--- config.mk ---
export PLATFORM = sky130hd
export DESIGN_NAME = fifo_rr_scheduler_flat
export DESIGN_NICKNAME = d
export VERILOG_FILES = /design/src/rtl/fifo_rr_scheduler_pkg.sv /design/src/rtl/fifo_rr_scheduler_if.sv /design/src/rtl/fifo_rr_scheduler_rr_arbiter.sv /design/src/rtl/fifo_rr_scheduler.sv /design/src/flat_wrapper.sv
export SDC_FILE = /design/constraint.sdc
export NUM_CORES = 1
export LEC_CHECK = 0
export CORE_ASPECT_RATIO = 1.4
export CORE_MARGIN = 4
export CORE_UTILIZATION = 30
export CTS_CLUSTER_SIZE = 12
export DETAILED_ROUTE_END_ITERATION = 7
export PLACE_DENSITY_LB_ADDON = 0.08
export SKIP_LAST_GASP = 1
export SYNTH_ARGS = -nofsm -noshare
export SYNTH_HDL_FRONTEND = slang
export SYNTH_SLANG_ARGS = --single-unit
--- constraint.sdc ---
create_clock -name clk -period 4.25 [get_ports clk]
set_input_delay 0.6375 -clock clk [delete_from_list [all_inputs] [get_ports clk]]
set_output_delay 0.6375 -clock clk [all_outputs]
set_load 0.02 [all_outputs]
--- src/rtl/fifo_rr_scheduler_pkg.sv ---
// Shared types and helpers for the round-robin fifo read scheduler.
package fifo_rr_scheduler_pkg;

  typedef enum logic {
    SCHED_IDLE  = 1'b0,
    SCHED_DRAIN = 1'b1
  } sched_state_t;

  // Ceiling log2 with a floor of 1 so single-entry fields stay one bit wide.
  function automatic int log2(input int n);
    int w;
    w = 1;
    while ((1 << w) < n) w++;
    return w;
  endfunction

endpackage

--- src/rtl/fifo_rr_scheduler_if.sv ---
// Fifo-bank side and consumer side of the scheduler, bundled as one interface.
interface fifo_rr_scheduler_if #(
  parameter int num_queues = 4,
  parameter int data_width = 8,
  parameter int sel_width  = 2
);

  logic [num_queues-1:0]            q_empty;
  logic [num_queues*data_width-1:0] q_dout;
  logic [num_queues-1:0]            q_rd_en;
  logic                             out_valid;
  logic                             out_ready;
  logic [data_width-1:0]            out_data;
  logic [sel_width-1:0]             out_qid;

  modport master (
    input  q_empty, q_dout, out_ready,
    output q_rd_en, out_valid, out_data, out_qid
  );

  modport slave (
    output q_empty, q_dout, out_ready,
    input  q_rd_en, out_valid, out_data, out_qid
  );

endinterface

--- src/rtl/fifo_rr_scheduler_rr_arbiter.sv ---
// Combinational round-robin pick: first requester strictly after 'last', wrapping.
module rr_arbiter #(
  parameter int num_queues = 4,
  parameter int sel_width  = 2
) (
  input  logic [num_queues-1:0] req,
  input  logic [sel_width-1:0]  last,
  output logic [sel_width-1:0]  winner,
  output logic                  any_req
);

  logic                 found;
  logic [sel_width-1:0] idx;

  always_comb begin
    winner = '0;
    found  = 1'b0;
    idx    = '0;
    for (int k = 1; k <= num_queues; k++) begin
      idx = sel_width'((int'(last) + k) % num_queues);
      if (!found && req[idx]) begin
        winner = idx;
        found  = 1'b1;
      end
    end
  end

  assign any_req = |req;

endmodule

--- src/rtl/fifo_rr_scheduler.sv ---
// Drains a bank of fifos into one registered valid/ready stream, round-robin with bounded bursts.
module fifo_rr_scheduler
  import fifo_rr_scheduler_pkg::*;
#(
  parameter int num_queues = 4,
  parameter int data_width = 8,
  parameter int burst_max  = 4,
  parameter int sel_width  = log2(num_queues),
  parameter int cnt_width  = log2(burst_max) + 1
) (
  input  logic                 clk,
  input  logic                 rst,
  input  logic                 enable,
  fifo_rr_scheduler_if.master  bus,
  output logic                 busy
);

  sched_state_t          state, state_next;
  logic [sel_width-1:0]  grant, last_grant, winner;
  logic [cnt_width-1:0]  burst_cnt;
  logic                  any_req;
  logic                  slot_free, head_empty, pop, burst_done, drain_exit, start_grant;
  logic [data_width-1:0] head_data;
  logic [num_queues-1:0] rd_en;
  logic                  out_valid;
  logic [data_width-1:0] out_data;
  logic [sel_width-1:0]  out_qid;

  rr_arbiter #(
    .num_queues(num_queues),
    .sel_width (sel_width)
  ) u_arb (
    .req    (~bus.q_empty),
    .last   (last_grant),
    .winner (winner),
    .any_req(any_req)
  );

  assign head_empty = bus.q_empty[grant];
  assign head_data  = bus.q_dout[int'(grant)*data_width +: data_width];
  assign slot_free  = !out_valid || bus.out_ready;

  // Pop is gated by rst so no word leaves a fifo while the scheduler is being cleared.
  assign pop         = (state == SCHED_DRAIN) && slot_free && enable && !head_empty && !rst;
  assign burst_done  = pop && (burst_cnt + cnt_width'(1) == cnt_width'(burst_max));
  assign drain_exit  = (state == SCHED_DRAIN) &&
                       (burst_done || (slot_free && head_empty) || !enable);
  assign start_grant = (state == SCHED_IDLE) && enable && any_req;

  always_comb begin
    rd_en = '0;
    if (pop) rd_en[grant] = 1'b1;
  end

  always_comb begin
    state_next = state;
    case (state)
      SCHED_IDLE:  if (start_grant) state_next = SCHED_DRAIN;
      SCHED_DRAIN: if (drain_exit)  state_next = SCHED_IDLE;
      default:     state_next = SCHED_IDLE;
    endcase
  end

  always_ff @(posedge clk) begin
    if (rst) begin
      state      <= SCHED_IDLE;
      grant      <= '0;
      burst_cnt  <= '0;
      last_grant <= sel_width'(num_queues - 1);
      out_valid  <= 1'b0;
      out_data   <= '0;
      out_qid    <= '0;
    end else begin
      state <= state_next;
      if (start_grant) begin
        grant     <= winner;
        burst_cnt <= '0;
      end
      if (pop) burst_cnt <= burst_cnt + cnt_width'(1);
      // The pointer only moves on leaving DRAIN, so a lone active queue keeps winning.
      if (drain_exit) last_grant <= grant;
      if (pop) begin
        out_data  <= head_data;
        out_qid   <= grant;
        out_valid <= 1'b1;
      end else if (slot_free) begin
        out_valid <= 1'b0;
      end
    end
  end

  assign bus.q_rd_en   = rd_en;
  assign bus.out_valid = out_valid;
  assign bus.out_data  = out_data;
  assign bus.out_qid   = out_qid;
  assign busy          = (state == SCHED_DRAIN) || out_valid;

endmodule

--- src/flat_wrapper.sv ---
// flat-port wrapper written by rule: the top's interface ports become plain ports
module fifo_rr_scheduler_flat import fifo_rr_scheduler_pkg::*;
#(
  parameter int num_queues = 4,
  parameter int data_width = 8,
  parameter int burst_max  = 4,
  parameter int sel_width  = log2(num_queues),
  parameter int cnt_width  = log2(burst_max) + 1
)
  (clk, rst, enable, busy, bus_q_empty, bus_q_dout, bus_out_ready, bus_q_rd_en, bus_out_valid, bus_out_data, bus_out_qid);
  fifo_rr_scheduler_if #(.num_queues(num_queues), .data_width(data_width), .sel_width(sel_width)) bus_i ();
  input  logic clk;
  input  logic rst;
  input  logic enable;
  output logic busy;
  input wire logic [$bits(bus_i.q_empty)-1:0] bus_q_empty;
  input wire logic [$bits(bus_i.q_dout)-1:0] bus_q_dout;
  input wire logic [$bits(bus_i.out_ready)-1:0] bus_out_ready;
  output wire logic [$bits(bus_i.q_rd_en)-1:0] bus_q_rd_en;
  output wire logic [$bits(bus_i.out_valid)-1:0] bus_out_valid;
  output wire logic [$bits(bus_i.out_data)-1:0] bus_out_data;
  output wire logic [$bits(bus_i.out_qid)-1:0] bus_out_qid;
  assign bus_i.q_empty = bus_q_empty;
  assign bus_i.q_dout = bus_q_dout;
  assign bus_i.out_ready = bus_out_ready;
  assign bus_q_rd_en = bus_i.q_rd_en;
  assign bus_out_valid = bus_i.out_valid;
  assign bus_out_data = bus_i.out_data;
  assign bus_out_qid = bus_i.out_qid;
  fifo_rr_scheduler #(.num_queues(num_queues), .data_width(data_width), .burst_max(burst_max), .sel_width(sel_width), .cnt_width(cnt_width)) u_core (.clk(clk), .rst(rst), .enable(enable), .bus(bus_i), .busy(busy));
endmodule
# [Word level (Yosys, flattened, before mapping)]
# Index checks and enable logic that the tools add are counted.
[word_totals] register_bits=19 latchBits=0 ram_bits=0 rom_bits=0 inputBits=40 output_inout_bits=16 wordCells=76 memories=0
[classes] add_sub_neg=5 mul=0 n_div=0 magnitude_cmp=6 n_eq_ne=1 n_shift=1 muxes=27 n_bitwise=2 reduce_logical=27
[op_table] operator="32-bit by 6-bit variable part select with 8-bit output" n=1
[op_table] operator="2-bit by 3-bit less-than comparator with 1-bit output (second input constant)" n=5
[op_table] operator="1-bit logical AND" n=13
[op_table] operator="1-bit two-way mux" n=13
[op_table] operator="1-bit binary-select mux with 2-bit select" n=5
[op_table] operator="2-bit two-way mux" n=4
[op_table] operator="1-bit logical NOT" n=7
[op_table] operator="3-bit two-way mux" n=2
[op_table] operator="2-bit by 1-bit adder with 2-bit output (second input constant)" n=2
[op_table] operator="2-bit adder (second input constant)" n=2
[op_table] operator="1-bit logical OR" n=4
[op_table] operator="4-bit two-way mux" n=1
[op_table] operator="4-bit NOT" n=1
[op_table] operator="2-bit nonzero test" n=2
[op_table] operator="4-bit OR reduction" n=1
[op_table] operator="3-bit by 1-bit adder with 3-bit output (second input constant)" n=1
[op_table] operator="3-bit equality test (second input constant)" n=1
[op_table] operator="1-bit demux with 2-bit select" n=1
[op_table] operator="2-bit by 1-bit greater-or-equal comparator with 1-bit output (second input constant)" n=1
[op_table] operator="1-bit case mux with 2 select lines" n=1
[op_table] operator="1-bit NOT" n=1

# [Depth between registers and ports, before layout]
# Gate-level depths: netlist (run 1).
[depth] depth_word=13 depth_mapped=7 mapped_depth_nobuf=6

# [Modules after synthesis]
# Synthesis (run 1) repeated with hierarchy kept, for this count alone.
[hier_totals] hier_cells=110 hier_area_um2=1191.1
[modules_own_cells] mod="fifo_rr_scheduler" instances=1 cells_each=96 area_each_um2=1109.8 seq_area_each_um2=380.4
[modules_own_cells] mod="rr_arbiter" instances=1 cells_each=14 area_each_um2=81.3 seq_area_each_um2=0.0

# [Worst setup path before layout (run 1)]
# Ideal clock, no wire load.
[synth_path] path_type="input to output" start="input rst" end="output bus_q_rd_en[2]" arrival_time_ns=1.866 required_time_ns=3.612 slack_ns=1.746 stages=3 path_buffers=0 path_cell_list="nand3b_1 or2_2 nor4b_1"
[synth_between] elab_chain_len=3
[synth_lines] item="from (decl)" line_no="flat_wrapper.sv:13" source="input logic rst;"
[synth_lines] item="1-bit logical NOT" line_no="fifo_rr_scheduler.sv:44" source="assign pop = (state == SCHED_DRAIN) && slot_free && enable && !head_empty && !rst;"
[synth_lines] item="1-bit logical AND" line_no="fifo_rr_scheduler.sv:44"
[synth_lines] item="4-bit two-way mux" line_no="fifo_rr_scheduler.sv:52" source="if (pop) rd_en[grant] = 1'b1;"
[synth_lines] item="to (decl)" line_no="flat_wrapper.sv:19" source="output wire logic [$bits(bus_i.q_rd_en)-1:0] bus_q_rd_en;"
# No other way between the ends.

# [Final worst setup path (run 1)]
[layout_path] start="input enable" end="output bus_q_rd_en[2]"
[layout_between] elab_chain_len=4
[layout_lines] item="from (decl)" line_no="flat_wrapper.sv:14" source="input logic enable;"
[layout_lines] item="1-bit logical AND (3 in a row)" line_no="fifo_rr_scheduler.sv:44"
[layout_lines] item="4-bit two-way mux" line_no="fifo_rr_scheduler.sv:52"
# No other way between the ends.

==> impl_metrics.toml, run 1 <==
[yosys]
synth_top_cell_by_area = "dfxtp_1"
synthesis.area_sq_mm = 0.00112
yosysSeqAreaShare = 0.340
synth_edf_count = 0
synth_most_common_cell = "nand2_1"
ys_ff_latch = 19
avgSynthCellArea_sq_um = 8.95
yosys_warnings = 0
synth-main-ff-cell = "dfxtp_1"
synthTopCellsByArea = "dfxtp_1 34%, mux4_2 18%, nand2_1 7.7%"
ys_types = 31
yosysTopAreaCellShare = 0.340
synth.net_count = 167
ys_async_sr_fraction = 0
syn_inst = 125
synthTopCellsByCount = "23 x nand2_1, 19 x dfxtp_1, 16 x a21oi_1"

[route]
vias_per_cell = 5.08
antenna_left = 0
wirelength_mm = 3.19
drtIter0Drc = 41
dr_total_vias = 1102
firstDrtPassIters = 4
drc = 0
avgRoutedWirePerCell_microns = 14.7

[worst_setup_path]
cpMaxStageDelayCell = "clkdlybuf4s50_1"
timing.rr.start = "u_core.grant[0]"
reg2regPathDepth = 4
critPathCapture = "bus_q_rd_en[2]"
crit_family = "buffers and inverters"
crit_type = "input port to output pin"
r2r_end = "u_core.burst_cnt[2]"
cp.depth = 5
cp-start-kind = "input port"
cp.required_ns = 3.61
path_cells = "clkdlybuf4s50_1 > nand3b_1 > or2_2 > nor4b_1 > clkdlybuf4s50_1"
cp.arrival_ns = 2.68
end_kind = "output pin"
worstSetupStartpoint = "enable"
r2r_slack_ns = 1.74
max_stage_delay_ns = 0.68
cp_max_fo = 5
path_common_cell = "clkdlybuf4s50_1"
cp_num_buf_inv = 2

[floorplanning]
dieArea_sq_mm = 0.00478
rows = 26
initial_core_util = 0.310
core_area_sq_mm = 0.00361
ios = 56
die_y_microns = 80.3
die_x_microns = 59.6

[grt]
grt_pass1_vias = 1137
grt_start_max_net_pins = 21
antenna_found_initial = 0
grtUsageTotal = 0.138
grt_pass1_wl_mm = 5.11
grt-ovfl-total = 0

[timing]
final-hold-violation-count = 0
rsz0062_at_grt = "no"
hold_ws_ns = 0.455
finalCritPeriodShare = 0.781
finClkSkew_ns = 0.00173
timing.final.ws_setup_ns = 0.929
drv_slew = 0
relSlewSlack = 0.453
setup-violations-final = 0
min_period_ns = 3.32
max_clock_freq_ghz = 0.301
fin_setup_tns_ns = 0
max_slew.worst_pin.slew_ns = 0.816

[pwr]
internal_power_mw = 0.320
p_switching_mw = 0.105
p_sw_frac = 0.247
seqPwrFrac = 0.476
combPwrFrac = 0.242
p_per_area_mw_per_mm2 = 247
p_clk_frac = 0.283
peakVddDrop_mv = 0.139
leakage_nw = 0.594

[cells_and_area]
fillers = 356
fin_cells = 217
layout-drive-gt1-share = 0.114
stdcell_area_sq_mm = 0.00172
antennaDiodeCount = 0
area_growth_pct = 53.7
fin_nets = 218

[min_path]
min_delay_path_depth = 2
hp-class = "register to register"

[cts]
clock_latency_ns = 0.25
cts_setup_buffers = 0
numClockSinks = 19
cts_buffer_depth = 2
cts_tree = "built"
cts_buffers = 3
h-tree-depth = 1
cts_hold_buf = 0
path_clk_slew_ns = 0.06
cts-resized-gates = 0
cts_root_buf = "clkbuf_8"

[placement]
placed_area_sq_mm = 0.00167
dp_slack_ns = 0.952
dp_cells = 213
place_congestion = 0.720
hpwlAfterDp_mm = 2.41
numPortBuffers = 55

[run]
cap_violations = 0

[outcome]
status = "complete, no violations"
==> metal layers <==
metal / wire length [microns] / global-route usage / vias up
met5: 0 / 0 / -
li1: - / - / 550
met1: 1230 / 0.154 / 512
met4: 22 / 0.0510 / 0
met2: 1650 / 0.248 / 38
met3: 290 / 0.0289 / 2
==> worst min path at each step <==
stage	start	end	slack, ns
final	u_core.bus.out_qid[1]	u_core.bus.out_qid[1]	0.45
after global routing	u_core.bus.out_qid[1]	u_core.bus.out_qid[1]	0.48
after CTS	u_core.bus.out_data[6]	u_core.bus.out_data[6]	0.46
after detailed placement	u_core.bus.out_data[6]	u_core.bus.out_data[6]	0.45
after global placement	u_core.bus.out_data[6]	u_core.bus.out_data[6]	0.44
after floorplan	u_core.burst_cnt[1]	u_core.burst_cnt[1]	0.45
==> flip-flops by register name, summed over array words and instances (netlist names) <==
signal,flops
u_core.state,1
u_core.grant,2
u_core.last_grant,2
u_core.bus.out_data,8
u_core.bus.out_valid,1
u_core.bus.out_qid,2
u_core.burst_cnt,3
==> worst reg2reg max path, cell delays in order, from the launching register on <==
cell	delay, ns
dfxtp_1	0.84
mux4_2	0.63
nor3_2	0.64
or4_1	0.23
o21ai_2	0.05
==> power groups by stage <==
stage	Combinational (mW)	Sequential, mW	Clock [mW]
after floorplan	0.0611	0.196	0
after global placement	0.102	0.206	0
after detailed placement	0.103	0.206	0
after CTS	0.104	0.202	0.127
after global routing	0.110	0.205	0.134
final	0.103	0.202	0.120
==> cell type report <==
type | instances | area (sq um) | share of cell area
clock buffer | 4 | 45.0 | 0.0262
sequential | 19 | 380 | 0.221
tap | 42 | 52.6 | 0.0306
multi-input combinational | 92 | 668 | 0.389
inverter | 4 | 15.0 | 0.00873
timing repair buffer | 56 | 558 | 0.325
==> cells in the final DEF, fill, tap and decap left out, drive strengths merged, types with 2 or more instances in the layout <==
cell            n
a21oi          16
clkbuf          4
clkdlybuf4s50  55
dfxtp          19
ha              2
inv             4
mux4            9
nand2          23
nand3           2
nand3b          3
nor2            6
nor2b           3
nor3            5
nor3b           2
o21ai           7
or2             2
==> kinds of logic (layout without fill, tap and decap cells) <==
logic type      Yosys count  count (layout)  synth area share
buf+inv                  14              64            0.0626
simple gates             53              53             0.245
fa+ha+maj                 2               2            0.0224
compound gates           27              27             0.139
mux                      10              10             0.191
flops                    19              19             0.340
==> stage by stage <==
step	power, mW	utilization
2_1_floorplan	0.257	-
3_3_place_gp	0.308	0.464
3_5_place_dp	0.309	0.464
4_1_cts	0.433	0.476
5_1_grt	0.449	0.476
6_report	0.425	0.476
(Power assumes the default switching activity.)
==> run 2: changes to the inputs <==
- clock period: 4.25 -> 2.8 ns (I/O delays scaled with it)
==> impl_metrics.toml, run 2 (same netlist as run 1, synthesis figures left out) <==
[timing]
hold_ws_ns = 0.458
max_clock_freq_ghz = 0.378
min_period_ns = 2.65
final-hold-violation-count = 0
fin_setup_tns_ns = 0
setup-violations-final = 0
finClkSkew_ns = 0.00239
relSlewSlack = 0.635
max_slew.worst_pin.slew_ns = 0.547
drv_slew = 0
timing.final.ws_setup_ns = 0.154
rsz0062_at_grt = "no"
finalCritPeriodShare = 0.945

[placement]
place_congestion = 0.849
dp_slack_ns = 0.117
hpwlAfterDp_mm = 2.61
placed_area_sq_mm = 0.00173
numPortBuffers = 55
dp_cells = 220

[route]
vias_per_cell = 5.04
drtIter0Drc = 17
firstDrtPassIters = 4
antenna_left = 0
avgRoutedWirePerCell_microns = 14.7
wirelength_mm = 3.29
drc = 0
dr_total_vias = 1129

[worst_setup_path]
r2r_slack_ns = 0.60
crit_type = "input port to output pin"
cp-start-kind = "input port"
cp_max_fo = 3
r2r_end = "u_core.burst_cnt[0]"
cp.arrival_ns = 2.23
critPathCapture = "bus_q_rd_en[3]"
cp.required_ns = 2.38
reg2regPathDepth = 4
end_kind = "output pin"
worstSetupStartpoint = "rst"
timing.rr.start = "u_core.grant[0]"

[cts]
numClockSinks = 19
cts_buffers = 3
cts_buffer_depth = 2
path_clk_slew_ns = 0.07
cts_setup_buffers = 0
cts_hold_buf = 0
cts-resized-gates = 0
cts_root_buf = "clkbuf_8"
clock_latency_ns = 0.25
h-tree-depth = 1
cts_tree = "built"

[cells_and_area]
layout-drive-gt1-share = 0.148
final_cell_mix = "54 x clkdlybuf4s50_1, 23 x nand2_1, 19 x dfxtp_1"
fin_cells = 224
antennaDiodeCount = 0
largest_reg_flops = 8
regMostFlops = "u_core.bus.out_data"
area_growth_pct = 58.6
fin_nets = 225
reg.largest.list = "u_core.bus.out_data (8), u_core.burst_cnt (3)"
layout.cells.most_common = "clkdlybuf4s50_1"
stdcell_area_sq_mm = 0.00177

[pwr]
p_per_area_mw_per_mm2 = 371
leakage_nw = 0.648
peakVddDrop_mv = 0.236

[run]
cap_violations = 0

[outcome]
status = "complete, no violations"

[grt]
grt_start_max_net_pins = 21
grt_pass1_wl_mm = 5.09
grt_pass1_vias = 1108
grt-ovfl-total = 0
antenna_found_initial = 0
grtUsageTotal = 0.138

[floorplanning]
ios = 56
core_area_sq_mm = 0.00361
dieArea_sq_mm = 0.00478
die_x_microns = 59.6
die_y_microns = 80.3
initial_core_util = 0.310
rows = 26

[min_path]
hp-class = "register to register"
## run 2: worst min path at each step
stage	startpoint	to	slack, ns	depth (start not counted)
floorplan	u_core.burst_cnt[1]	u_core.burst_cnt[1]	0.45	2
global placement	u_core.bus.out_data[3]	u_core.bus.out_data[3]	0.44	2
detailed placement	u_core.bus.out_data[1]	u_core.bus.out_data[1]	0.45	2
CTS	u_core.bus.out_data[1]	u_core.bus.out_data[1]	0.46	2
global route	u_core.bus.out_data[6]	u_core.bus.out_data[6]	0.48	2
finish	u_core.bus.out_qid[1]	u_core.bus.out_qid[1]	0.46	2
## run 2: power breakdown
part	total [mW]	leakage [nW]	switching, mW	internal, mW
Clock	0.188	0.0228	0.0872	0.101
Sequential	0.297	0.154	0.0164	0.281
Combinational	0.173	0.471	0.0635	0.110
## run 2: critical path: stages
cell and delay, ns:
clkdlybuf4s50_1 0.43, nand3b_1 0.19, buf_4 0.16, nor2_1 0.09, nand2_1 0.08, nor3b_1 0.22, clkdlybuf4s50_1 0.64
## run 2: per-layer routing
metal / wire length [microns] / vias up / share of wire / track usage
met5: 0 / - / 0 / 0
met4: 51 / 0 / 0.016 / 0.0466
met3: 280 / 4 / 0.085 / 0.0257
met2: 1770 / 36 / 0.54 / 0.256
met1: 1190 / 524 / 0.36 / 0.150
li1: - / 565 / - / -
## run 2: final cells by class
type	instances	area, sq um
fillers	351	1840
multi-input cells	92	668
well taps	42	52.6
repair buffers	63	613
clock buffers	4	45.0
flip-flops and latches	19	380
inverters	4	15.0
## run 2: through the flow
| step | util | power [mW] |
|---|---|---|
| 2_1_floorplan | - | 0.390 |
| 3_3_place_gp | 0.478 | 0.476 |
| 3_5_place_dp | 0.478 | 0.479 |
| 4_1_cts | 0.491 | 0.670 |
| 5_1_grt | 0.491 | 0.699 |
| 6_report | 0.491 | 0.659 |
